## config.mk

```make
export PLATFORM = sky130hd
export DESIGN_NAME = frc_bus_sched_flat
export DESIGN_NICKNAME = d
export VERILOG_FILES = /design/src/rtl/frc_bus_sched_pkg.sv /design/src/rtl/frc_bus_sched_if.sv /design/src/rtl/frc_bus_sched_arb.sv /design/src/rtl/frc_bus_sched.sv /design/src/flat_wrapper.sv
export SDC_FILE = /design/constraint.sdc
export NUM_CORES = 1
export LEC_CHECK = 0
export CORE_MARGIN = 10
export CORE_UTILIZATION = 56
export CTS_BUF_LIST = sky130_fd_sc_hd__clkbuf_4 sky130_fd_sc_hd__clkbuf_8 sky130_fd_sc_hd__clkbuf_16
export DETAILED_ROUTE_END_ITERATION = 6
export DONT_BUFFER_PORTS = 1
export GPL_TIMING_DRIVEN = 0
export PLACE_DENSITY = 0.76
export SYNTH_ARGS = -nofsm -noshare
export SYNTH_HDL_FRONTEND = slang
export SYNTH_SLANG_ARGS = --single-unit
```

## constraint.sdc

```tcl
create_clock -name clk -period 3.65 [get_ports clk]
set_input_delay 0.73 -clock clk [delete_from_list [all_inputs] [get_ports clk]]
set_output_delay 0.73 -clock clk [all_outputs]
set_load 0.01 [all_outputs]
```

## src/rtl/frc_bus_sched_pkg.sv

```systemverilog
// Shared types for the force/release bus scheduler.
// Op codes, FSM states and requester source encodings.
package frc_sched_pkg;

  typedef enum logic [1:0] {
    FRC_NOP         = 2'b00,
    FRC_FORCE       = 2'b01,
    FRC_RELEASE     = 2'b10,
    FRC_RELEASE_ALL = 2'b11
  } frc_op_e;

  typedef enum logic [1:0] {
    IDLE   = 2'b00,
    APPLY  = 2'b01,
    SETTLE = 2'b10,
    DONE   = 2'b11
  } frc_state_e;

  localparam logic SRC_A = 1'b0;
  localparam logic SRC_B = 1'b1;

endpackage

```

## src/rtl/frc_bus_sched_if.sv

```systemverilog
// Requester op channel: valid/ready handshake with op, bit index and value.
// The agent side uses master, the scheduler uses slave.
interface frc_bus_sched_if #(
  parameter int WIDTH = 8
) ();
  localparam int IW = $clog2(WIDTH);

  logic          valid;
  logic          ready;
  logic [1:0]    op;
  logic [IW-1:0] idx;
  logic          val;

  modport master (
    output valid, op, idx, val,
    input  ready
  );

  modport slave (
    input  valid, op, idx, val,
    output ready
  );
endinterface

```

## src/rtl/frc_bus_sched_arb.sv

```systemverilog
// Two-way round-robin arbiter; the last-grant register starts
// as if B was served, so A is favoured out of reset.
module frc_rr_arb2
  import frc_sched_pkg::*;
(
  input  logic       clk,
  input  logic       rst_n,
  input  logic [1:0] req,
  input  logic       advance,
  output logic [1:0] gnt
);

  logic r_last;

  always_comb begin
    gnt = req;
    if (req == 2'b11)
      gnt = r_last ? 2'b01 : 2'b10;
  end

  always_ff @(posedge clk) begin
    if (!rst_n)
      r_last <= SRC_B;
    else if (advance)
      r_last <= gnt[1];
  end

endmodule

```

## src/rtl/frc_bus_sched.sv

```systemverilog
// Force/release scheduler for an N-bit forceable signal array.
// Define FRC_WDOG_EN to add the idle watchdog auto-release.
module frc_bus_sched
  import frc_sched_pkg::*;
#(
  parameter int WIDTH      = 8,
  parameter int SETTLE_CYC = 2,
  parameter int TIMEOUT    = 256
) (
  input  logic                   clk,
  input  logic                   rst_n,
  frc_bus_sched_if.slave         a_if,
  frc_bus_sched_if.slave         b_if,
  output logic [WIDTH-1:0]       force_mask,
  output logic [WIDTH-1:0]       force_val,
  output logic                   done,
  output logic                   done_src,
  output logic [$clog2(WIDTH):0] forced_cnt,
  output logic                   err,
  output logic                   wdog_fire
);

  localparam int IW = $clog2(WIDTH);
  localparam int CW = IW + 1;
  localparam int SW = (SETTLE_CYC > 1) ? $clog2(SETTLE_CYC) : 1;
  localparam bit HAS_OOB = (1 << IW) > WIDTH;

  frc_state_e       r_state, w_next;
  frc_op_e          r_op;
  logic [IW-1:0]    r_idx;
  logic             r_val;
  logic             r_src;
  logic [SW-1:0]    r_settle;
  logic [WIDTH-1:0] r_mask, r_vreg;
  logic [CW-1:0]    r_cnt;
  logic             r_err;

  logic [1:0]       w_req, w_gnt;
  logic             w_xfer, w_oob, w_fire, w_upd, w_set_err;
  logic [1:0]       w_in_op;
  logic [IW-1:0]    w_in_idx;
  logic             w_in_val;
  logic [WIDTH-1:0] w_mask_nxt, w_vreg_nxt;
  logic [CW-1:0]    w_pop;

  assign w_req  = {b_if.valid, a_if.valid};
  assign w_xfer = (r_state == IDLE) && (|w_req);

  frc_rr_arb2 u_arb (
    .clk     (clk),
    .rst_n   (rst_n),
    .req     (w_req),
    .advance (w_xfer),
    .gnt     (w_gnt)
  );

  assign a_if.ready = (r_state == IDLE) && w_gnt[0];
  assign b_if.ready = (r_state == IDLE) && w_gnt[1];

  assign w_in_op  = w_gnt[1] ? b_if.op  : a_if.op;
  assign w_in_idx = w_gnt[1] ? b_if.idx : a_if.idx;
  assign w_in_val = w_gnt[1] ? b_if.val : a_if.val;

  // Index can only exceed the array when WIDTH is not a power of two.
  if (HAS_OOB) begin : g_oob
    assign w_oob = ({1'b0, r_idx} >= CW'(WIDTH));
  end else begin : g_no_oob
    assign w_oob = 1'b0;
  end

  always_comb begin
    w_next = r_state;
    unique case (r_state)
      IDLE:   if (w_xfer) w_next = APPLY;
      APPLY:  w_next = SETTLE;
      SETTLE: if (r_settle == '0) w_next = DONE;
      DONE:   w_next = IDLE;
    endcase
  end

  always_comb begin
    w_mask_nxt = r_mask;
    w_vreg_nxt = r_vreg;
    w_set_err  = 1'b0;
    if (w_fire) begin
      w_mask_nxt = '0;
    end else if (r_state == APPLY) begin
      unique case (r_op)
        FRC_NOP: ;
        FRC_FORCE: begin
          w_set_err = w_oob;
          if (!w_oob) begin
            w_mask_nxt[r_idx] = 1'b1;
            w_vreg_nxt[r_idx] = r_val;
          end
        end
        FRC_RELEASE: begin
          w_set_err = w_oob;
          if (!w_oob) w_mask_nxt[r_idx] = 1'b0;
        end
        FRC_RELEASE_ALL: w_mask_nxt = '0;
      endcase
    end
  end

  always_comb begin
    w_pop = '0;
    for (int i = 0; i < WIDTH; i++)
      w_pop = w_pop + CW'(w_mask_nxt[i]);
  end

  assign w_upd = w_fire || (r_state == APPLY);

  always_ff @(posedge clk) begin
    if (!rst_n) begin
      r_state  <= IDLE;
      r_op     <= FRC_NOP;
      r_idx    <= '0;
      r_val    <= 1'b0;
      r_src    <= SRC_A;
      r_settle <= '0;
      r_mask   <= '0;
      r_vreg   <= '0;
      r_cnt    <= '0;
      r_err    <= 1'b0;
    end else begin
      r_state <= w_next;
      if (w_xfer) begin
        r_op  <= frc_op_e'(w_in_op);
        r_idx <= w_in_idx;
        r_val <= w_in_val;
        r_src <= w_gnt[1] ? SRC_B : SRC_A;
      end
      if (r_state == APPLY)
        r_settle <= SW'(SETTLE_CYC - 1);
      else if (r_state == SETTLE && r_settle != '0)
        r_settle <= r_settle - 1'b1;
      if (w_upd) begin
        r_mask <= w_mask_nxt;
        r_vreg <= w_vreg_nxt;
        r_cnt  <= w_pop;
      end
      if (w_set_err)
        r_err <= 1'b1;
    end
  end

`ifdef FRC_WDOG_EN
  localparam int TW = (TIMEOUT > 1) ? $clog2(TIMEOUT) : 1;

  logic [TW-1:0] r_idle;
  logic          r_wdog;
  logic          w_idle;

  // A pending request blocks the count, so a transfer always wins.
  assign w_idle = (r_state == IDLE) && !(|w_req) && (|r_mask);
  assign w_fire = w_idle && (r_idle == TW'(TIMEOUT - 1));

  always_ff @(posedge clk) begin
    if (!rst_n) begin
      r_idle <= '0;
      r_wdog <= 1'b0;
    end else begin
      r_wdog <= w_fire;
      if (w_idle && !w_fire)
        r_idle <= r_idle + 1'b1;
      else
        r_idle <= '0;
    end
  end

  assign wdog_fire = r_wdog;
`else
  assign w_fire    = 1'b0;
  assign wdog_fire = 1'b0;
`endif

  assign force_mask = r_mask;
  assign force_val  = r_vreg;
  assign forced_cnt = r_cnt;
  assign err        = r_err;
  assign done       = (r_state == DONE);
  assign done_src   = (r_state == DONE) && r_src;

endmodule

```

## src/flat_wrapper.sv

```systemverilog
// flat-port wrapper written by rule: the top's interface ports become plain ports
module frc_bus_sched_flat import frc_sched_pkg::*;
#(
  parameter int WIDTH      = 8,
  parameter int SETTLE_CYC = 2,
  parameter int TIMEOUT    = 256
)
  (clk, rst_n, force_mask, force_val, done, done_src, forced_cnt, err, wdog_fire, a_if_valid, a_if_op, a_if_idx, a_if_val, a_if_ready, b_if_valid, b_if_op, b_if_idx, b_if_val, b_if_ready);
  frc_bus_sched_if #(.WIDTH(WIDTH)) a_if_i ();
  frc_bus_sched_if #(.WIDTH(WIDTH)) b_if_i ();
  input  logic clk;
  input  logic rst_n;
  output logic [WIDTH-1:0] force_mask;
  output logic [WIDTH-1:0] force_val;
  output logic done;
  output logic done_src;
  output logic [$clog2(WIDTH):0] forced_cnt;
  output logic err;
  output logic wdog_fire;
  input wire logic [$bits(a_if_i.valid)-1:0] a_if_valid;
  input wire logic [$bits(a_if_i.op)-1:0] a_if_op;
  input wire logic [$bits(a_if_i.idx)-1:0] a_if_idx;
  input wire logic [$bits(a_if_i.val)-1:0] a_if_val;
  output wire logic [$bits(a_if_i.ready)-1:0] a_if_ready;
  input wire logic [$bits(b_if_i.valid)-1:0] b_if_valid;
  input wire logic [$bits(b_if_i.op)-1:0] b_if_op;
  input wire logic [$bits(b_if_i.idx)-1:0] b_if_idx;
  input wire logic [$bits(b_if_i.val)-1:0] b_if_val;
  output wire logic [$bits(b_if_i.ready)-1:0] b_if_ready;
  assign a_if_i.valid = a_if_valid;
  assign a_if_i.op = a_if_op;
  assign a_if_i.idx = a_if_idx;
  assign a_if_i.val = a_if_val;
  assign a_if_ready = a_if_i.ready;
  assign b_if_i.valid = b_if_valid;
  assign b_if_i.op = b_if_op;
  assign b_if_i.idx = b_if_idx;
  assign b_if_i.val = b_if_val;
  assign b_if_ready = b_if_i.ready;
  frc_bus_sched #(.WIDTH(WIDTH), .SETTLE_CYC(SETTLE_CYC), .TIMEOUT(TIMEOUT)) u_core (.clk(clk), .rst_n(rst_n), .a_if(a_if_i), .b_if(b_if_i), .force_mask(force_mask), .force_val(force_val), .done(done), .done_src(done_src), .forced_cnt(forced_cnt), .err(err), .wdog_fire(wdog_fire));
endmodule
```

== Word level (Yosys, flattened, before mapping) ==
Cells that the tools add are included.
W data, S select, Z words.
Storage, ports and cells
  flip-flop bits (word level): 31
  word-level logic and storage cells: 59
Cells by class
  reduce and logical (&&, ||, !) cells: 11
  add/sub/neg operators: 8
  bitwise logic cells: 3
  equal/unequal tests: 9
  order comparisons: 2
  muxes and demuxes: 16
Operators with widths (number)
  $add A4 B1 Y4: 6
  $pmux W8 S3: 1
  $eq A2 B2 Y1 const B: 5
  $mux W2: 5
  $and A8 B8 Y8: 1
  $bwmux W8: 1
  $mux W8: 1
  $not A8 Y8: 1
  $or A8 B8 Y8: 1
  $pmux W2 S4: 1
  $logic_and A1 B1 Y1: 6
  $mux W1: 5
  $eq A2 B1 Y1 const B: 2
  $lt A3 B4 Y1 const B: 1
  $ne A2 B2 Y1 const B: 2
  $reduce_and A2 Y1: 2
  $demux W1 S3: 1
  $ge A3 B1 Y1 const B: 1
  $mux W3: 1
  $add A1 B1 Y2: 1
  $logic_not A2 Y1: 1
  $reduce_bool A2 Y1: 1
  $reduce_or A2 Y1: 1
  $sub A1 B1 Y1 const B: 1

== Longest topological paths before layout ==
Gate-level depths: netlist (run 1).
  word-level depth: 15
  mapped depth: 17
  depth with buffers taken out: 16

== Modules after synthesis ==
A second synthesis (run 1) with hierarchy kept.
Second synthesis, totals
  cells, all modules: 199
  area total of the unflattened synthesis: 1848.0 um^2
Modules (own cells, without submodules)
  frc_bus_sched: instances 1, area an instance 1790.5 um^2, seq. area each 600.6 um^2, cells each 192
  frc_rr_arb2: instances 1, area an instance 57.6 um^2, seq. area each 20.0 um^2, cells each 7

== Least setup slack after synthesis (run 1) ==
OpenSTA, ideal clock, no wires.
  path kind: register to register
  from: reg u_core.r_state[1]
  to: reg u_core.r_cnt[1] (netlist: u_core.forced_cnt[1])
  required time: 3564 ps
  slack: -161 ps
  buffers on the path: 1
  stages on the path, launching flop included: 16
  arrival time: 3725 ps
  path through: dfxtp_1 -> inv_1 -> ha_1 -> buf_4 -> and4bb_2 -> nand2_1 -> nand3_1 -> ha_1 -> fa_1 -> inv_1 -> fa_1 -> inv_1 -> fa_1 -> inv_1 -> fa_1 -> a211oi_1
On the way
  cells in the longest elaborated chain, start to end: 9
RTL lines
  start, declared: RTL line frc_bus_sched.sv:28  | frc_state_e r_state, w_next;
  start signal, assigned: RTL line frc_bus_sched.sv:127  | r_state <= w_next;
  $eq A2 B1 Y1: RTL line frc_bus_sched.sv:87  | end else if (r_state == APPLY) begin
  $mux W8: RTL line frc_bus_sched.sv:87
  named net u_core.w_mask_nxt[1]: RTL line frc_bus_sched.sv:43  | logic [WIDTH-1:0] w_mask_nxt, w_vreg_nxt;
  $add A1 B1 Y2: RTL line frc_bus_sched.sv:109  | w_pop = w_pop + CW'(w_mask_nxt[i]);
  $add A4 B1 Y4 (6 in a row): RTL line frc_bus_sched.sv:109
  end signal, assigned: RTL line frc_bus_sched.sv:141  | r_cnt <= w_pop;
  end, declared: RTL line frc_bus_sched.sv:35  | logic [CW-1:0] r_cnt;
The timed path passes the listed nets, and every way through them passes these cells.
A chain may end at the register's enable or synchronous reset.

== Worst setup path after layout (run 1) ==
  from: reg u_core.r_state[1]
  to: reg u_core.r_vreg[1] (netlist: u_core.force_val[1])
On the way
  cells in the longest elaborated chain, start to end: 2
RTL lines
  $eq A2 B1 Y1: RTL line frc_bus_sched.sv:87, frc_bus_sched.sv:112
  $reduce_and A2 Y1 (no source line)
  end signal, assigned: RTL line frc_bus_sched.sv:140  | r_vreg <= w_vreg_nxt;
  end, declared: RTL line frc_bus_sched.sv:34  | logic [WIDTH-1:0] r_mask, r_vreg;
Every way passes these cells.

==> results.sh, run 1 <==
export IMPL_tns_ps=0
export IMPL_cts_htree_levels=2
export IMPL_antenna_found_initial=0
export IMPL_place_congestion=0.823
export IMPL_grt_pass1_wl_um=7330
export IMPL_crit_path_frequent_cell="buf_4"
export IMPL_fp_dieW_um=73.9
export IMPL_crit_slowest_cell="dfxtp_2"
export IMPL_crit_path_start="u_core.r_state[1]$_SDFFE_PN0P_"
export IMPL_final_common_cell="dfxtp_1"
export IMPL_ir_drop_uv=480
export IMPL_rsz0062_at_grt="false"
export IMPL_drv_cap=0
export IMPL_grtUsageTotal_pct=17.5
export IMPL_finish_instance_area_um2=2020
export IMPL_cts_made_buffers=5
export IMPL_fin_nets=239
export IMPL_rr_startpoint="u_core.r_state[1]$_SDFFE_PN0P_"
export IMPL_clock_latency_ps=340
export IMPL_start_util_pct=59.0
export IMPL_drt_first_iter_violations=131
export IMPL_setup_viol=0
export IMPL_multiInputGateArea_um2=971
export IMPL_hpwl_um=2990
export IMPL_fill_cells=201
export IMPL_coreArea_um2=2760
export IMPL_path_buf_inv=20
export IMPL_io_pins=42
export IMPL_synth_fa_ha_area_share_pct=10.3
export IMPL_fmax_ghz=0.286
export IMPL_routedWlPerCell_um=19.7
export IMPL_clkTransAtPathRegs_ps=100
export IMPL_synth_compound_area_share_pct=16.5
export IMPL_max_stage_delay_ps=340
export IMPL_portBuffers=0
export IMPL_cts_max_path_buffers=2
export IMPL_regArea_um2=627
export IMPL_path_cells="inv_2 > ha_4 > and4bb_2 > nand2_2 > buf_6 > buf_4 > buf_4 > buf_4 > buf_4 > buf_4 > buf_4 > buf_4 > buf_4 > buf_4 > buf_4 > buf_4 > buf_4 > buf_4 > buf_4 > buf_4 > buf_4 > buf_4 > buf_4 > mux2i_1"
export IMPL_die_h_um=73.9
export IMPL_ant_nets=0
export IMPL_outcome="complete, no violations"
export IMPL_cts_tree="built"
export IMPL_cp_max_fo=3
export IMPL_layout_common_cells="28 x dfxtp_1, 26 x buf_4, 23 x nand2_1"
export IMPL_n_antenna_cell=0
export IMPL_crit_type="register to register"
export IMPL_ys_warn_count=0
export IMPL_rows=19
export IMPL_grt_pass1_vias=1511
export IMPL_hp_start="u_core.force_val[1]$_SDFFE_PN0P_"
export IMPL_via_count=1485
export IMPL_drt_total_wl_um=4810
export IMPL_synth_xor_xnor_area_share_pct=0.538
export IMPL_p_per_area_nw_per_um2=626
export IMPL_relSlewSlack_pct=66.6
export IMPL_cp_arrival_ps=3710
export IMPL_holdBufCountCts=0
export IMPL_cp_top_family="buffers and inverters"
export IMPL_grt_max_degree=11
export IMPL_hold_viol_final=0
export IMPL_clock_sinks=31
export IMPL_synth_distinct_cells=36
export IMPL_area_delta_synth_final_pct=24.2
export IMPL_placed_cells=213
export IMPL_worstPathRequired_ps=3870
export IMPL_clockRootBuffer="clkbuf_4"
export IMPL_yosys_mux_area_fraction_pct=10.5
export IMPL_fin_crit_ps=3490
export IMPL_tightest_slew_ps=500
export IMPL_synth_simple_area_share_pct=16.8
export IMPL_yosysSeqAreaShare_pct=38.2
export IMPL_fin_crit_sh_pct=95.7
export IMPL_synth_area_per_cell_um2=8.99
export IMPL_viasPerCell=6.09
export IMPL_crit_path_end_kind="register"
export IMPL_cp_start_kind="register"
export IMPL_drc=0
export IMPL_dr_pass1_iters=4
export IMPL_fin_cells=244
export IMPL_worstHoldPathType="register to register"
export IMPL_netlist_instances=181
export IMPL_leakage_uw=0.000901
export IMPL_syn_area_um2=1630
export IMPL_synth_top_family_by_area="simple AND/OR/NAND/NOR gates"
export IMPL_report_final_slew_viol_count=0
export IMPL_grt_overflow=0
export IMPL_power_uw=1260
export IMPL_die_area_um2=5460
export IMPL_clock_skew_final_ps=15.5
export IMPL_layout_drive_gt1_share_pct=28.6
export IMPL_ys_ff_latch=31
export IMPL_placed_cell_area_um2=1680
-- logic make-up after synthesis --
| logic type | Yosys count |
|---|---|
| DFF | 31 |
| xor gates and xnor gates | 1 |
| buffers and inverters | 24 |
| AOI/OAI and AO/OA | 40 |
| and+or+nand+nor | 56 |
| other | 1 |
| muxes | 17 |
| adders and majority gates | 11 |
-- registers in the layout (all words and copies together), names as in the netlist --
name                 cells
u_core.force_mask        8
u_core.force_val         8
u_core.forced_cnt        4
u_core.r_idx             3
u_core.r_op              2
u_core.r_state           2
u_core.r_settle          1
u_core.r_src             1
u_core.r_val             1
u_core.u_arb.r_last      1
-- cell usage after synthesis --
cell type	instances	share of area [%]
a31oi_1	7	2.7
nand3_1	8	2.5
o311ai_1	1	0.54
o21a_1	4	1.8
buf_4	4	1.8
nor2_1	8	1.8
buf_6	1	0.69
xnor2_1	1	0.54
a21boi_4	1	1.2
inv_1	14	3.2
a32oi_1	1	0.54
buf_2	2	0.62
o211ai_1	1	0.46
conb_1	1	0.23
dfxtp_1	31	38
nand3_2	1	0.62
mux2i_1	17	10
nand3b_1	2	0.92
a211o_1	1	0.54
nand2b_1	1	0.38
and4b_1	1	0.62
o21ai_0	7	2.2
nor2b_1	3	1.2
a21oi_1	11	3.4
and4bb_2	1	0.77
nand2_1	27	6.2
a21o_1	1	0.46
fa_1	4	4.9
o221a_2	1	0.69
clkbuf_1	3	0.69
a22oi_1	1	0.46
a211oi_1	1	0.46
and2_1	3	1.2
o311ai_0	2	1.1
and2b_4	1	0.62
ha_1	7	5.4
-- power by group --
group	internal [µW]	total (µW)	switching (µW)
clock	162	287	125
sequential	408	480	72.1
combinational	203	498	295
-- worst min-delay path: cells and delay by family (launching register included) --
kind / cells / cell delay (ps)
flip-flops: 1 / 360
AND/OR/NAND/NOR: 1 / 70
multiplexers: 1 / 60
-- repair_timing --
action,4_1_cts,5_1_grt
gates resized for setup,11,11
buffers inserted,26,0
pin swaps,5,4
endpoints found under the setup margin,2,5
-- area by class of cell --
class	count	share of cell area, %
multi-input cells	127	48.0
flip-flops and latches	31	31.0
repair buffers	24	9.10
plain buffers	9	3.03
inverters	14	2.60
clock buffers	6	2.54
well taps	31	1.92
clock inverters	2	1.73
-- through the flow --
step / hold WS (ps) / setup WS (ps) / util (%)
6_report: 523 / 159 / 73.3
2_1_floorplan: 453 / 49.8 / -
5_1_grt: 556 / 14.5 / 73.3
3_3_place_gp: 460 / -56.3 / 61.0
3_5_place_dp: 482 / -138 / 61.0
4_1_cts: 529 / 13.1 / 72.5
-- metal layers --
metal | wire [µm] | GRT usage, % | vias to the layer above
met5 | 0 | 0 | -
li1 | - | - | 685
met4 | 275 | 13.0 | 0
met2 | 2260 | 27.7 | 81
met3 | 462 | 7.00 | 25
met1 | 1820 | 18.1 | 694
-- path summary, 6_finish.rpt --
path,endpoint,slack (ps),cells after the start
setup / recovery,u_core.force_val[1]$_SDFFE_PN0P_,160,24
hold / removal,u_core.force_val[1]$_SDFFE_PN0P_,520,2
setup reg to reg,u_core.force_val[1]$_SDFFE_PN0P_,160,24
hold reg to reg,u_core.force_val[1]$_SDFFE_PN0P_,520,2
Power figures use the tool's default switching activity.
==> run 2, diff against run 1 <==
CTS_BUF_LIST = unset   (was sky130_fd_sc_hd__clkbuf_4 sky130_fd_sc_hd__clkbuf_8 sky130_fd_sc_hd__clkbuf_16)
GPL_TIMING_DRIVEN = unset   (was 0)
==> results.sh, run 2 (synthesized netlist as in run 1, its figures left out) <==
export IMPL_io_pins=42
export IMPL_fin_nets=215
export IMPL_cp_start_kind="register"
export IMPL_power_uw=1240
export IMPL_hold_viol_final=0
export IMPL_start_util_pct=59.0
export IMPL_leakage_uw=0.000798
export IMPL_finish_instance_area_um2=1820
export IMPL_cp_max_fo=6
export IMPL_placed_cells=209
export IMPL_path_cells="inv_1 > o311ai_1 > nand3_2 > ha_4 > fa_1 > inv_1 > fa_1 > inv_1 > fa_2 > inv_2 > fa_1 > a211oi_2"
export IMPL_ir_drop_uv=674
export IMPL_portBuffers=0
export IMPL_cp_arrival_ps=3760
export IMPL_rsz0062_at_grt="false"
export IMPL_fp_dieW_um=73.9
export IMPL_clockRootBuffer="clkbuf_4"
export IMPL_fin_crit_ps=3500
export IMPL_cts_max_path_buffers=2
export IMPL_fin_cells=220
export IMPL_drv_cap=0
export IMPL_dr_pass1_iters=4
export IMPL_fmax_ghz=0.286
export IMPL_grt_overflow=0
export IMPL_p_per_area_nw_per_um2=679
export IMPL_die_h_um=73.9
export IMPL_outcome="complete, no violations"
export IMPL_clock_latency_ps=340
export IMPL_clkTransAtPathRegs_ps=110
export IMPL_viasPerCell=5.93
export IMPL_fill_cells=231
export IMPL_clock_sinks=31
export IMPL_drt_first_iter_violations=146
export IMPL_cts_made_buffers=5
export IMPL_met1Wirelength_um=1520
export IMPL_report_final_slew_viol_count=0
export IMPL_final_common_cell="dfxtp_1"
export IMPL_via_count=1305
export IMPL_max_stage_delay_ps=540
export IMPL_crit_slowest_cell="fa_1"
export IMPL_cts_tree="built"
export IMPL_die_area_um2=5460
export IMPL_layout_common_cells="28 x dfxtp_1, 25 x nand2_1, 17 x mux2i_1"
export IMPL_grt_max_degree=23
export IMPL_rows=19
export IMPL_cts_htree_levels=2
export IMPL_dr_wl_met2_um=1810
export IMPL_grt_pass1_wl_um=6250
export IMPL_placed_cell_area_um2=1660
export IMPL_crit_path_end_kind="register"
export IMPL_drc=0
export IMPL_place_congestion=0.997
export IMPL_highest_layer="met4"
export IMPL_area_delta_synth_final_pct=11.9
export IMPL_hpwl_um=3040
export IMPL_coreArea_um2=2760
export IMPL_routedWlPerCell_um=17.6
export IMPL_setup_viol=0
export IMPL_fin_crit_sh_pct=95.8
export IMPL_crit_type="register to register"
export IMPL_ant_nets=0
export IMPL_clock_skew_final_ps=5.22
export IMPL_wl_met3_um=495
export IMPL_n_antenna_cell=0
export IMPL_holdBufCountCts=0
export IMPL_worstPathRequired_ps=3920
export IMPL_layout_drive_gt1_share_pct=18.0
export IMPL_grtUsageTotal_pct=14.7
export IMPL_drt_total_wl_um=3880
export IMPL_antenna_found_initial=0
export IMPL_grt_pass1_vias=1287
export IMPL_worstHoldPathType="primary input to register"
## run 2: final timing paths
kind,start,end,slack (ps),cells after the start
setup reg to reg,u_core.r_idx[0]$_SDFFE_PN0P_,u_core.forced_cnt[1]$_SDFFE_PN0P_,150,12
hold / removal,rst_n,u_core.u_arb.r_last$_SDFFE_PN1P_,470,1
setup / recovery,u_core.r_idx[0]$_SDFFE_PN0P_,u_core.forced_cnt[1]$_SDFFE_PN0P_,150,12
hold reg to reg,u_core.r_settle$_SDFFE_PN0P_,u_core.r_settle$_SDFFE_PN0P_,500,2
## run 2: layout make-up
type | instances | area [µm²] | share of cell area, %
clock buffers | 5 | 37.5 | 2.06
clock inverters | 3 | 67.6 | 3.71
inverters | 14 | 52.6 | 2.89
multi-input cells | 127 | 932 | 51.2
flip-flops and latches | 31 | 624 | 34.3
well taps | 31 | 38.8 | 2.13
repair buffers | 9 | 67.6 | 3.71
## run 2: metal layers
layer | vias up | track usage [%]
li1 | 634 | -
met1 | 600 | 17.1
met2 | 62 | 22.3
met3 | 9 | 8.48
met4 | 0 | 4.76
met5 | - | 0
## run 2: worst max-delay path, delay by kind of cell, from the launching register on
| family | cells | cell delay, ps |
|---|---|---|
| AO/OA/AOI/OAI | 2 | 560 |
| buffers and inverters | 4 | 220 |
| adder cells (fa/ha/maj) | 5 | 2060 |
| flip-flops | 1 | 400 |
| AND/OR/NAND/NOR | 1 | 180 |
## run 2: power by group
part | internal (µW) | switching [µW]
logic | 170 | 238
clock network | 213 | 130
registers | 405 | 79.8
total | 788 | 447
## run 2: timing repair
action / CTS / global route
setup endpoints to repair: 1 / 2
pin swaps: 1 / 1
resized for setup: 1 / 8
buffers inserted: 2 / 1
gates cloned: 0 / 0
## run 2: per-stage QoR
step / hold WS (ps) / setup WS (ps) / setup TNS (ps) / util, %
CTS: 469 / 16.4 / 0 / 64.7
global placement: 462 / 60.5 / 0 / 60.2
detailed placement: 482 / -41.3 / -41.3 / 60.2
finish: 469 / 152 / 0 / 66.0
floorplan: 453 / 49.8 / 0 / -
global route: 471 / 12.7 / 0 / 66.0
